### src/rtl/prog_loader.sv
// Program loader: streams bytes into instruction memory, then releases the PC.
// Optional running checksum of loaded bytes: define PROG_LOADER_CHECKSUM_EN.
module prog_loader #(
    parameter logic [31:0] BASE_ADDR     = 32'd0,
    parameter int          MAX_BYTES     = 256,
    parameter int          SETTLE_CYCLES = 2
) (
    input  logic        clk,
    input  logic        rst,
    input  logic        start,
    input  logic        byte_valid,
    input  logic [7:0]  byte_data,
    input  logic        byte_last,
    output logic        byte_ready,
    output logic [7:0]  write_data,
    output logic [31:0] write_address,
    output logic        We,
    output logic        pc_enable,
    output logic        busy,
    output logic        done,
    output logic        err,
    output logic [1:0]  err_code,
    output logic [8:0]  byte_count,
    output logic [7:0]  checksum
);

    typedef enum logic [2:0] {
        IDLE,
        LOAD,
        SETTLE,
        RUN,
        ERROR
    } state_t;

    localparam logic [8:0] MAX_CNT  = 9'(MAX_BYTES);
    localparam logic [3:0] SET_LAST = 4'(SETTLE_CYCLES - 1);

    state_t     state_q, state_d;
    logic [3:0] settle_q, settle_d;
    logic [8:0] cnt_q, cnt_inc;
    logic [1:0] code_d;
    logic       accept, load_clr;

    assign accept  = (state_q == LOAD) && byte_valid;
    assign cnt_inc = cnt_q + 9'd1;

    always_comb begin
        state_d  = state_q;
        settle_d = settle_q;
        code_d   = err_code;
        load_clr = 1'b0;
        unique case (state_q)
            IDLE: begin
                if (start) begin
                    state_d  = LOAD;
                    load_clr = 1'b1;
                end
            end
            LOAD: begin
                settle_d = '0;
                if (accept) begin
                    if (byte_last) begin
                        if (cnt_inc[1:0] == 2'b00) begin
                            state_d = SETTLE;
                        end else begin
                            state_d = ERROR;
                            code_d  = 2'b01;
                        end
                    end else if (cnt_inc == MAX_CNT) begin
                        state_d = ERROR;
                        code_d  = 2'b10;
                    end
                end
            end
            // the cycle carrying the final write is not an idle settle cycle
            SETTLE: begin
                if (!We) begin
                    if (settle_q == SET_LAST) state_d = RUN;
                    else settle_d = settle_q + 4'd1;
                end
            end
            RUN, ERROR: begin
                if (start) begin
                    state_d  = LOAD;
                    load_clr = 1'b1;
                    code_d   = 2'b00;
                end
            end
            default: state_d = IDLE;
        endcase
    end

    always_ff @(posedge clk or posedge rst) begin
        if (rst) begin
            state_q       <= IDLE;
            settle_q      <= '0;
            cnt_q         <= '0;
            We            <= 1'b0;
            write_data    <= '0;
            write_address <= BASE_ADDR;
            err_code      <= '0;
        end else begin
            state_q  <= state_d;
            settle_q <= settle_d;
            err_code <= code_d;
            We       <= accept;
            if (load_clr) begin
                cnt_q <= '0;
            end else if (accept) begin
                cnt_q         <= cnt_inc;
                write_data    <= byte_data;
                write_address <= BASE_ADDR + {23'd0, cnt_q};
            end
        end
    end

`ifdef PROG_LOADER_CHECKSUM_EN
    logic [7:0] sum_q;

    always_ff @(posedge clk or posedge rst) begin
        if (rst) sum_q <= '0;
        else if (load_clr) sum_q <= '0;
        else if (accept) sum_q <= sum_q + byte_data;
    end

    assign checksum = sum_q;
`else
    assign checksum = 8'd0;
`endif

    assign byte_ready = (state_q == LOAD);
    assign busy       = (state_q == LOAD) || (state_q == SETTLE);
    assign done       = (state_q == RUN);
    assign pc_enable  = (state_q == RUN);
    assign err        = (state_q == ERROR);
    assign byte_count = cnt_q;

endmodule

### config.mk
export PLATFORM = sky130hd
export DESIGN_NAME = prog_loader
export DESIGN_NICKNAME = d
export VERILOG_FILES = /design/src/rtl/prog_loader.sv
export SDC_FILE = /design/constraint.sdc
export NUM_CORES = 1
export LEC_CHECK = 0
export ABC_AREA = 1
export ABC_CLOCK_PERIOD_IN_PS = 1400
export CORE_UTILIZATION = 41
export CTS_BUF_LIST = sky130_fd_sc_hd__clkbuf_2 sky130_fd_sc_hd__clkbuf_4 sky130_fd_sc_hd__clkbuf_8
export DETAILED_ROUTE_END_ITERATION = 6
export HOLD_SLACK_MARGIN = 0.1
export PLACE_DENSITY = 0.89
export REMOVE_ABC_BUFFERS = 1
export SYNTH_ARGS = -nofsm -noshare
export SYNTH_HDL_FRONTEND = slang
export SYNTH_SLANG_ARGS = --single-unit
### constraint.sdc
create_clock -name clk -period 1.4 [get_ports clk]
set_input_delay 0.28 -clock clk [delete_from_list [all_inputs] [get_ports clk]]
set_output_delay 0.28 -clock clk [all_outputs]
set_load 0.005 [all_outputs]
; Word level (Yosys, flattened, before mapping)
; Index checks and enable logic that the tools add are counted.
; W data, S select, Z words.
[classes]
muxes = 21
add_sub_neg = 2
n_eq_ne = 14
bitwise = 1
n_reduce_logical = 13
[op_table]
columns = cell, count
row1 = $mux W3, 7
row2 = $mux W9, 2
row3 = $mux W2, 5
row4 = $reduce_and A5 Y1, 2
row5 = $add A9 B1 Y9 const B, 1
row6 = $eq A9 B9 Y1 const B, 1
row7 = $pmux W3 S3, 1
row8 = $mux W4, 2
row9 = $ne A2 B2 Y1 const B, 4
row10 = $pmux W4 S2, 1
row11 = $eq A3 B2 Y1 const B, 2
row12 = $reduce_bool A2 Y1, 3
row13 = $add A4 B1 Y4 const B, 1
row14 = $eq A4 B1 Y1 const B, 1
row15 = $ne A2 B1 Y1 const B, 2
row16 = $pmux W2 S2, 1
row17 = $eq A3 B1 Y1 const B, 1
row18 = $eq A3 B3 Y1 const B, 1
row19 = $logic_not A3 Y1, 1
row20 = $ne A3 B2 Y1 const B, 1
row21 = $ne A3 B3 Y1 const B, 1
row22 = $reduce_and A3 Y1, 1
row23 = $reduce_or A3 Y1, 1
row24 = $logic_not A2 Y1, 1
row25 = other kinds (6), 7
[totals]
wordCells = 58
register_bits = 36
output_inout_bits = 65
in_bits = 13

; Depth between registers and ports, before layout
; Gate-level depths: netlist of run 1.
[depth]
ltp_word = 6
ltp_mapped = 12
ltp_nobuf = 12

; Least setup slack after synthesis of run 1
; No wires, ideal clock.
[synth_timing]
kind = reg-to-reg
from = register cnt_q[0], in the netlist byte_count[0]
to = register state_q[2]
path_stages_with_launch = 13
synth_period_minus_slack_ps = 1537
arrival_time_ps = 1420
required_time_ps = 1283
setup_slack_ps = -137
path_cell_list = dfrtp_1 > ha_1 > nand2_2 > nor2_2 > nand2_1 > nand2_1 > nand2_1 > nor2_1 > nand3_1 > nand2_2 > nand2_2 > nand2_1 > nand2_1
[synth_between]
elab_chain_len = 6
elab_cells_between_ends = 9
classes_between = add/sub (1) / eq/ne (2) / mux (4) / reduce/logical (2)
[synth_rtl]
columns = element, line_no
row1 = from (decl), 40  ; logic [8:0] cnt_q, cnt_inc;
row2 = from (signal assigned), 110  ; cnt_q <= cnt_inc;
row3 = $add A9 B1 Y9 (*), 45  ; assign cnt_inc = cnt_q + 9'd1;
row4 = $logic_not A2 Y1, 63  ; if (cnt_inc[1:0] == 2'b00) begin
row5 = $mux W3, 63
row6 = $mux W3, 62  ; if (byte_last) begin
row7 = $mux W3, 61  ; if (accept) begin
row8 = $pmux W3 S3, 52  ; unique case (state_q)
row9 = to (signal assigned), 103  ; state_q <= state_d;
row10 = to (decl), 38  ; state_t state_q, state_d;
; Mark *: on every way between the ends. The rest lies on a longest branch, timed or not. The select of a mux whose other input is x is not followed.
; A chain may end at the register's enable or synchronous reset.

; Final worst setup path of run 1
[layout_timing]
from = register cnt_q[1], in the netlist byte_count[1]
to = register err_code[0]
[layout_between]
elab_chain_len = 4
elab_cells_between_ends = 6
classes_between = add/sub (1) / eq/ne (3) / reduce/logical (2)
[layout_rtl]
columns = element, line_no
row1 = $add A9 B1 Y9 (*), 45
row2 = $eq A9 B9 Y1 / $logic_not A2 Y1 (equally long branches), "69, 63"
row3 = $ne A3 B2 Y1 (no line) / $ne A3 B3 Y1 (equally long branches), --
row4 = $reduce_and A5 Y1 (no line) (*), --
row5 = to (signal assigned), 105  ; err_code <= code_d;
row6 = to (decl), 22  ; output logic [1:0] err_code,
; Mark *: on every way between the ends. The rest lies on a longest branch, timed or not.

==> results of run 1 <==
power breakdown:
group / internal [uW] / switching [uW] / total (uW)
Sequential: 1280 / 163 / 1440
Combinational: 1290 / 1230 / 2520
Clock: 392 / 363 / 755
per-stage QoR:
step	hold WS [ps]	worst slack (ps)	instance area, um2
after floorplan	390	-137	1880
after global placement	464	-134	2730
after detailed placement	464	-168	2730
after CTS	334	-211	3060
after global routing	358	-386	3260
final	326	-272	3260
metal layers:
metal	part of all wire [%]	up-vias	routed length, um	GRT usage (%)
li1	-	972	-	-
met1	39	956	2250	24.5
met2	53	86	3060	37.2
met3	6.5	14	380	5.14
met4	2.2	0	129	6.97
met5	0	-	0	0
cells by family (layout without fill, tap and decap cells):
kind of cell	count (synthesis)	after routing	synth area share (%)
buf+inv	59	146	17.3
other cells	1	31	0.184
fa+ha+maj	4	4	2.46
xor+xnor	2	2	0.860
flops	36	36	44.2
compound gates	31	31	8.54
simple gates	125	125	26.4
final timing paths:
path                               start             to  slack, ps  depth (start not counted)
setup / recovery           byte_count[1]    err_code[0]       -270                         12
hold / removal                       rst  write_data[3]        330                          3
setup reg to reg           byte_count[1]    err_code[0]       -270                         12
hold reg to reg            write_data[4]  write_data[4]        480                          2
max in group asynchronous            rst     state_q[2]        880                          3
min in group clk           write_data[4]  write_data[4]        480                          2
cell type report:
type                       count  area, um2
fill                         393       1490
multi-input combinational    193       1070
timing repair buffer         115       1010
sequential                    36        903
inverter                      23       96.3
tap                           67       83.8
clock buffer                   6       82.6
clock inverter                 2       10.0
worst register-to-register path: cells and delay by family, from the launching register on:
kind | cells | cell delay (ps)
flops | 1 | 420
fa+ha+maj | 1 | 180
buf+inv | 1 | 50
simple gates | 10 | 940
flip-flops by register name (all words and copies together) (netlist names):
| name | flops |
|---|---|
| We | 1 |
| byte_count | 9 |
| err_code | 2 |
| settle_q | 4 |
| state_q | 3 |
| write_address | 9 |
| write_data | 8 |
synthesized netlist by cell type:
| cell type | count | share of area (%) |
|---|---|---|
| nand2_1 | 80 | 15 |
| dfrtp_1 | 36 | 44 |
| buf_4 | 32 | 12 |
| inv_1 | 19 | 3.5 |
| nor2_1 | 16 | 2.9 |
| nand3_1 | 13 | 3.2 |
| o21ai_1 | 12 | 2.9 |
| o21ai_0 | 11 | 2.7 |
| nor2_2 | 7 | 2.1 |
| nand2_2 | 5 | 1.5 |
| ha_1 | 4 | 2.5 |
| inv_2 | 4 | 0.74 |
| a21oi_1 | 3 | 0.74 |
| buf_2 | 3 | 0.74 |
| a211oi_2 | 1 | 0.61 |
| a21oi_2 | 1 | 0.43 |
| buf_6 | 1 | 0.55 |
| conb_1 | 1 | 0.18 |
| nand3_2 | 1 | 0.49 |
| nor2_4 | 1 | 0.55 |
| nor3_2 | 1 | 0.49 |
| o21ai_2 | 1 | 0.43 |
| o21bai_1 | 1 | 0.37 |
| o22ai_1 | 1 | 0.31 |
| or2_1 | 1 | 0.31 |
| xnor2_1 | 1 | 0.43 |
| xor2_1 | 1 | 0.43 |
what timing repair did:
item / CTS / global route
setup endpoints to repair: 51 / 44
gates resized for setup: 81 / 51
buffers inserted: 27 / 8
pin swaps: 14 / 22
==> flow_metrics.env, run 1 <==
export IMPL_hp_class="in2async"
export IMPL_synth_cells=258
export IMPL_dp_hpwl_um=3420
export IMPL_cpPeakStageDelay_ps=420
export IMPL_crit_family="simple AND/OR/NAND/NOR gates"
export IMPL_diodes=0
export IMPL_cp_arrival_ps=1860
export IMPL_grt_pass1_vias=1907
export IMPL_status="finished with violations"
export IMPL_vias=2028
export IMPL_setup_slack_ps=-272
export IMPL_ios=78
export IMPL_peakVddDrop_v=0.000787
export IMPL_clock_fmax_mhz=598
export IMPL_route_detailed_drc=0
export IMPL_routedWlPerCell_um=13.2
export IMPL_max_clock_path_buffers=2
export IMPL_cp_start_kind="flip-flop"
export IMPL_cts_sinks=36
export IMPL_drt_wl_total_um=5820
export IMPL_violations="setup timing"
export IMPL_yosys_warnings=0
export IMPL_via_per_inst=4.59
export IMPL_stdcell_count=442
export IMPL_synth_cell_area_um2=2040
export IMPL_root_buffer="clkbuf_8"
export IMPL_ys_types=27
export IMPL_tns_ps=-2660
export IMPL_drtPass1Iterations=4
export IMPL_p_leak_uw=0.00173
export IMPL_grt_pass1_wl_um=8470
export IMPL_grt_util_all_layers_pct=20.9
export IMPL_dp_cells=402
export IMPL_worstSetupEndpointType="flip-flop"
export IMPL_htreeDepth=2
export IMPL_finalClockSkew_ps=6.51
export IMPL_crit_top_cell="nand2_1"
export IMPL_finalSetupViolCount=29
export IMPL_layout_nets=391
export IMPL_cp_num_buf_inv=1
export IMPL_ys_ff_latch=36
export IMPL_holdBufCountCts=0
export IMPL_worstPathRequired_ps=1590
export IMPL_worstPathMaxFanout=7
export IMPL_path_cells="ha_4 > inv_1 > nand2_1 > nand2_2 > nor2_1 > nand3_1 > nor2_1 > nand3_1 > nand2_2 > nand2_1 > nand2_1 > nand2_1"
export IMPL_cpMaxStageDelayCell="dfrtp_1"
export IMPL_io_buffers=46
export IMPL_drv_slew=0
export IMPL_start_util_pct=42.8
export IMPL_grt_setup_unrepaired="yes"
export IMPL_fp_dieW_um=72.5
export IMPL_ant_nets=0
export IMPL_drt_iter0_markers=90
export IMPL_cts_tree="done"
export IMPL_grt_start_max_net_pins=37
export IMPL_criticalPathCategory="reg2reg"
export IMPL_cap_violations=0
export IMPL_fp_coreArea_um2=4750
export IMPL_period_minus_slack_ps=1670
export IMPL_clkLatencyLatePin_ps=290
export IMPL_die_y_um=72.5
export IMPL_final_util_pct=68.6
export IMPL_antenna_found_initial=0
export IMPL_area_growth_pct=60.2
export IMPL_grt_ovfl_total=0
export IMPL_dieArea_um2=5250
export IMPL_core_rowCount=25
export IMPL_final_hold_viol_count=0
export IMPL_routabilityCongestion=0.927
export IMPL_layout_commonest_cell="nand2_1"
export IMPL_syn_avg_cell_area_um2=7.90
export IMPL_clkTransAtPathRegs_ps=70
export IMPL_drive_above_1_share_pct=36.0
export IMPL_ys_seq_area_share_pct=44.2
export IMPL_final_cell_mix="70 x nand2_1, 50 x buf_4, 34 x dfrtp_1"
export IMPL_fin_crit_sh_pct=119
export IMPL_power_density_nw_per_um2=1450
export IMPL_finalPower_uw=4720
export IMPL_cts_buffers=5
Note: power is estimated with default switching activity, not from simulation.
==> run 2, diff against run 1 <==
--- a/config.mk
+++ b/config.mk
@@ -7,11 +7,11 @@
 export LEC_CHECK = 0
 export ABC_AREA = 1
 export ABC_CLOCK_PERIOD_IN_PS = 1400
-export CORE_UTILIZATION = 41
+export CORE_UTILIZATION = 31
 export CTS_BUF_LIST = sky130_fd_sc_hd__clkbuf_2 sky130_fd_sc_hd__clkbuf_4 sky130_fd_sc_hd__clkbuf_8
 export DETAILED_ROUTE_END_ITERATION = 6
 export HOLD_SLACK_MARGIN = 0.1
-export PLACE_DENSITY = 0.89
+export PLACE_DENSITY = 0.72
 export REMOVE_ABC_BUFFERS = 1
 export SYNTH_ARGS = -nofsm -noshare
 export SYNTH_HDL_FRONTEND = slang
==> run 2 against run 1 <==
Net effect: the flow still finishes with violations (setup timing); worst setup slack better by 76 ps; worst hold slack better by 12 ps; critical path depth down 2; sequential cell count unchanged; final area down 0.92%; clock-buffer cell count unchanged; wire length down 10%; first-iteration DRC count down 11%; clock skew down 3.4 ps; critical endpoint is now state_q[1]; highest routed layer unchanged.
==> flow_metrics.env, run 2 (same netlist as run 1, synthesis figures left out) <==
export IMPL_fin_crit_sh_pct=114
export IMPL_ant_nets=0
export IMPL_max_clock_path_buffers=2
export IMPL_clock_fmax_mhz=627
export IMPL_dp_cells=413
export IMPL_finalSetupViolCount=13
export IMPL_final_cell_mix="71 x nand2_1, 53 x buf_4, 33 x dfrtp_1"
export IMPL_p_leak_uw=0.00170
export IMPL_hp_class="in2async"
export IMPL_grt_pass1_vias=1957
export IMPL_vias=1995
export IMPL_power_density_nw_per_um2=1350
export IMPL_final_hold_viol_count=0
export IMPL_drt_iter0_markers=80
export IMPL_clkLatencyLatePin_ps=280
export IMPL_worstSetupEndpointType="flip-flop"
export IMPL_cp_start_kind="flip-flop"
export IMPL_route_detailed_drc=0
export IMPL_criticalPathCategory="reg2reg"
export IMPL_cts_sinks=36
export IMPL_drtPass1Iterations=4
export IMPL_die_y_um=83.1
export IMPL_diodes=0
export IMPL_antenna_found_initial=0
export IMPL_clkTransAtPathRegs_ps=70
export IMPL_hold_ws_ps=338
export IMPL_holdBufCountCts=0
export IMPL_drv_slew=0
export IMPL_ios=78
export IMPL_htreeDepth=2
export IMPL_routedWlPerCell_um=11.5
export IMPL_peakVddDrop_v=0.000799
export IMPL_start_util_pct=32.1
export IMPL_routabilityCongestion=0.793
export IMPL_worstPathMaxFanout=5
export IMPL_finalClockSkew_ps=3.07
export IMPL_period_minus_slack_ps=1600
export IMPL_stdcell_count=453
export IMPL_cts_tree="done"
export IMPL_drive_above_1_share_pct=35.1
export IMPL_grt_ovfl_total=0
export IMPL_violations="setup timing"
export IMPL_grt_start_max_net_pins=37
export IMPL_core_rowCount=29
export IMPL_fp_coreArea_um2=6350
export IMPL_status="finished with violations"
export IMPL_via_per_inst=4.40
export IMPL_drt_wl_total_um=5220
export IMPL_fp_dieW_um=83.1
export IMPL_cts_buffers=5
export IMPL_layout_nets=392
export IMPL_layout_commonest_cell="nand2_1"
export IMPL_io_buffers=46
export IMPL_dp_hpwl_um=3450
export IMPL_cp_arrival_ps=1820
export IMPL_root_buffer="clkbuf_8"
export IMPL_grt_setup_unrepaired="yes"
export IMPL_grt_util_all_layers_pct=15.1
export IMPL_setup_slack_ps=-196
export IMPL_grt_pass1_wl_um=8540
export IMPL_dieArea_um2=6900
export IMPL_cap_violations=0
export IMPL_area_growth_pct=58.7
export IMPL_worstPathRequired_ps=1630
export IMPL_fill_cells=613
run 2: cell count changes in the layout (fill, tap and decap cells not counted), moves of 2 or more:
cell and delta:
nor2_1 +3, o21ai_1 -3, nand2_2 +2, buf_4 +3, nor2_2 -3, dlygate4sd2_1 -2, nand2_4 -4, buf_2 -2
inv_2 +2, buf_6 +2, clkdlybuf4s15_1 +2, o21ai_0 +3
run 2: where the power goes:
part           leakage (uW)  switching, uW  internal, uW  total [uW]
Combinational       0.00117           1070          1090        2160
Clock             0.0000510            366           392         758
Sequential         0.000476            176          1280        1460
run 2: final cells by class:
cell class              instances  area [um2]  area share (%)
flip-flops and latches         36         905            28.0
clock buffers                   6        82.6            2.55
inverters                      23        91.3            2.83
well taps                      77        96.3            2.98
repair buffers                116        1020            31.4
clock inverters                 2        10.0           0.310
multi-input cells             193        1030            31.9
run 2: repair_timing:
action | 4_1_cts | 5_1_grt
setup buffers | 24 | 12
pin swaps | 10 | 18
hold endpoints to repair | 0 | 0
gates resized for setup | 76 | 41
endpoints found under the setup margin | 56 | 46
run 2: through the flow:
| step | worst slack [ps] | cell area (um2) | TNS, ps | util [%] | total power (uW) |
|---|---|---|---|---|---|
| after global routing | -354 | 3230 | -3490 | 50.9 | 4710 |
| after floorplan | -137 | 1880 | -795 | - | 2230 |
| after detailed placement | -206 | 2750 | -2540 | 43.3 | 3300 |
| after CTS | -161 | 3050 | -1170 | 48.0 | 4210 |
| after global placement | -152 | 2750 | -1960 | 43.3 | 3250 |
| final | -196 | 3230 | -1500 | 50.9 | 4370 |
run 2: per-layer routing:
layer | vias up | share of wire, % | track usage [%]
met5 | - | 0 | 0
met4 | 0 | 0.34 | 3.45
met3 | 4 | 4.6 | 3.98
met2 | 60 | 53 | 26.5
met1 | 955 | 42 | 18.4
li1 | 976 | - | -
run 2: path summary, 6_finish.rpt:
kind,startpoint,end,slack (ps),cells past startpoint
worst min-delay path,rst,write_data[4],340,3
worst min register to register,err_code[0],err_code[0],480,2
min in group clk,err_code[0],err_code[0],480,2
max in group asynchronous,rst,state_q[2],870,3
worst max register to register,state_q[0],state_q[1],-200,10
worst max-delay path,state_q[0],state_q[1],-200,10
run 2: critical path, stage by stage (launching register included):
cell	delay [ps]
dfrtp_2	450
buf_6	130
nor3_4	160
inv_2	70
buf_4	130
buf_4	120
buf_4	120
buf_4	120
o21ai_0	60
nand3_1	100
nand2_1	80
==> run 3, diff against run 2 <==
--- a/config.mk
+++ b/config.mk
@@ -10,7 +10,6 @@
 export CORE_UTILIZATION = 31
 export CTS_BUF_LIST = sky130_fd_sc_hd__clkbuf_2 sky130_fd_sc_hd__clkbuf_4 sky130_fd_sc_hd__clkbuf_8
 export DETAILED_ROUTE_END_ITERATION = 6
-export HOLD_SLACK_MARGIN = 0.1
 export PLACE_DENSITY = 0.72
 export REMOVE_ABC_BUFFERS = 1
 export SYNTH_ARGS = -nofsm -noshare
==> results of run 3 <==
Same layout as run 2: the final DEF is identical, and so are final timing and power.
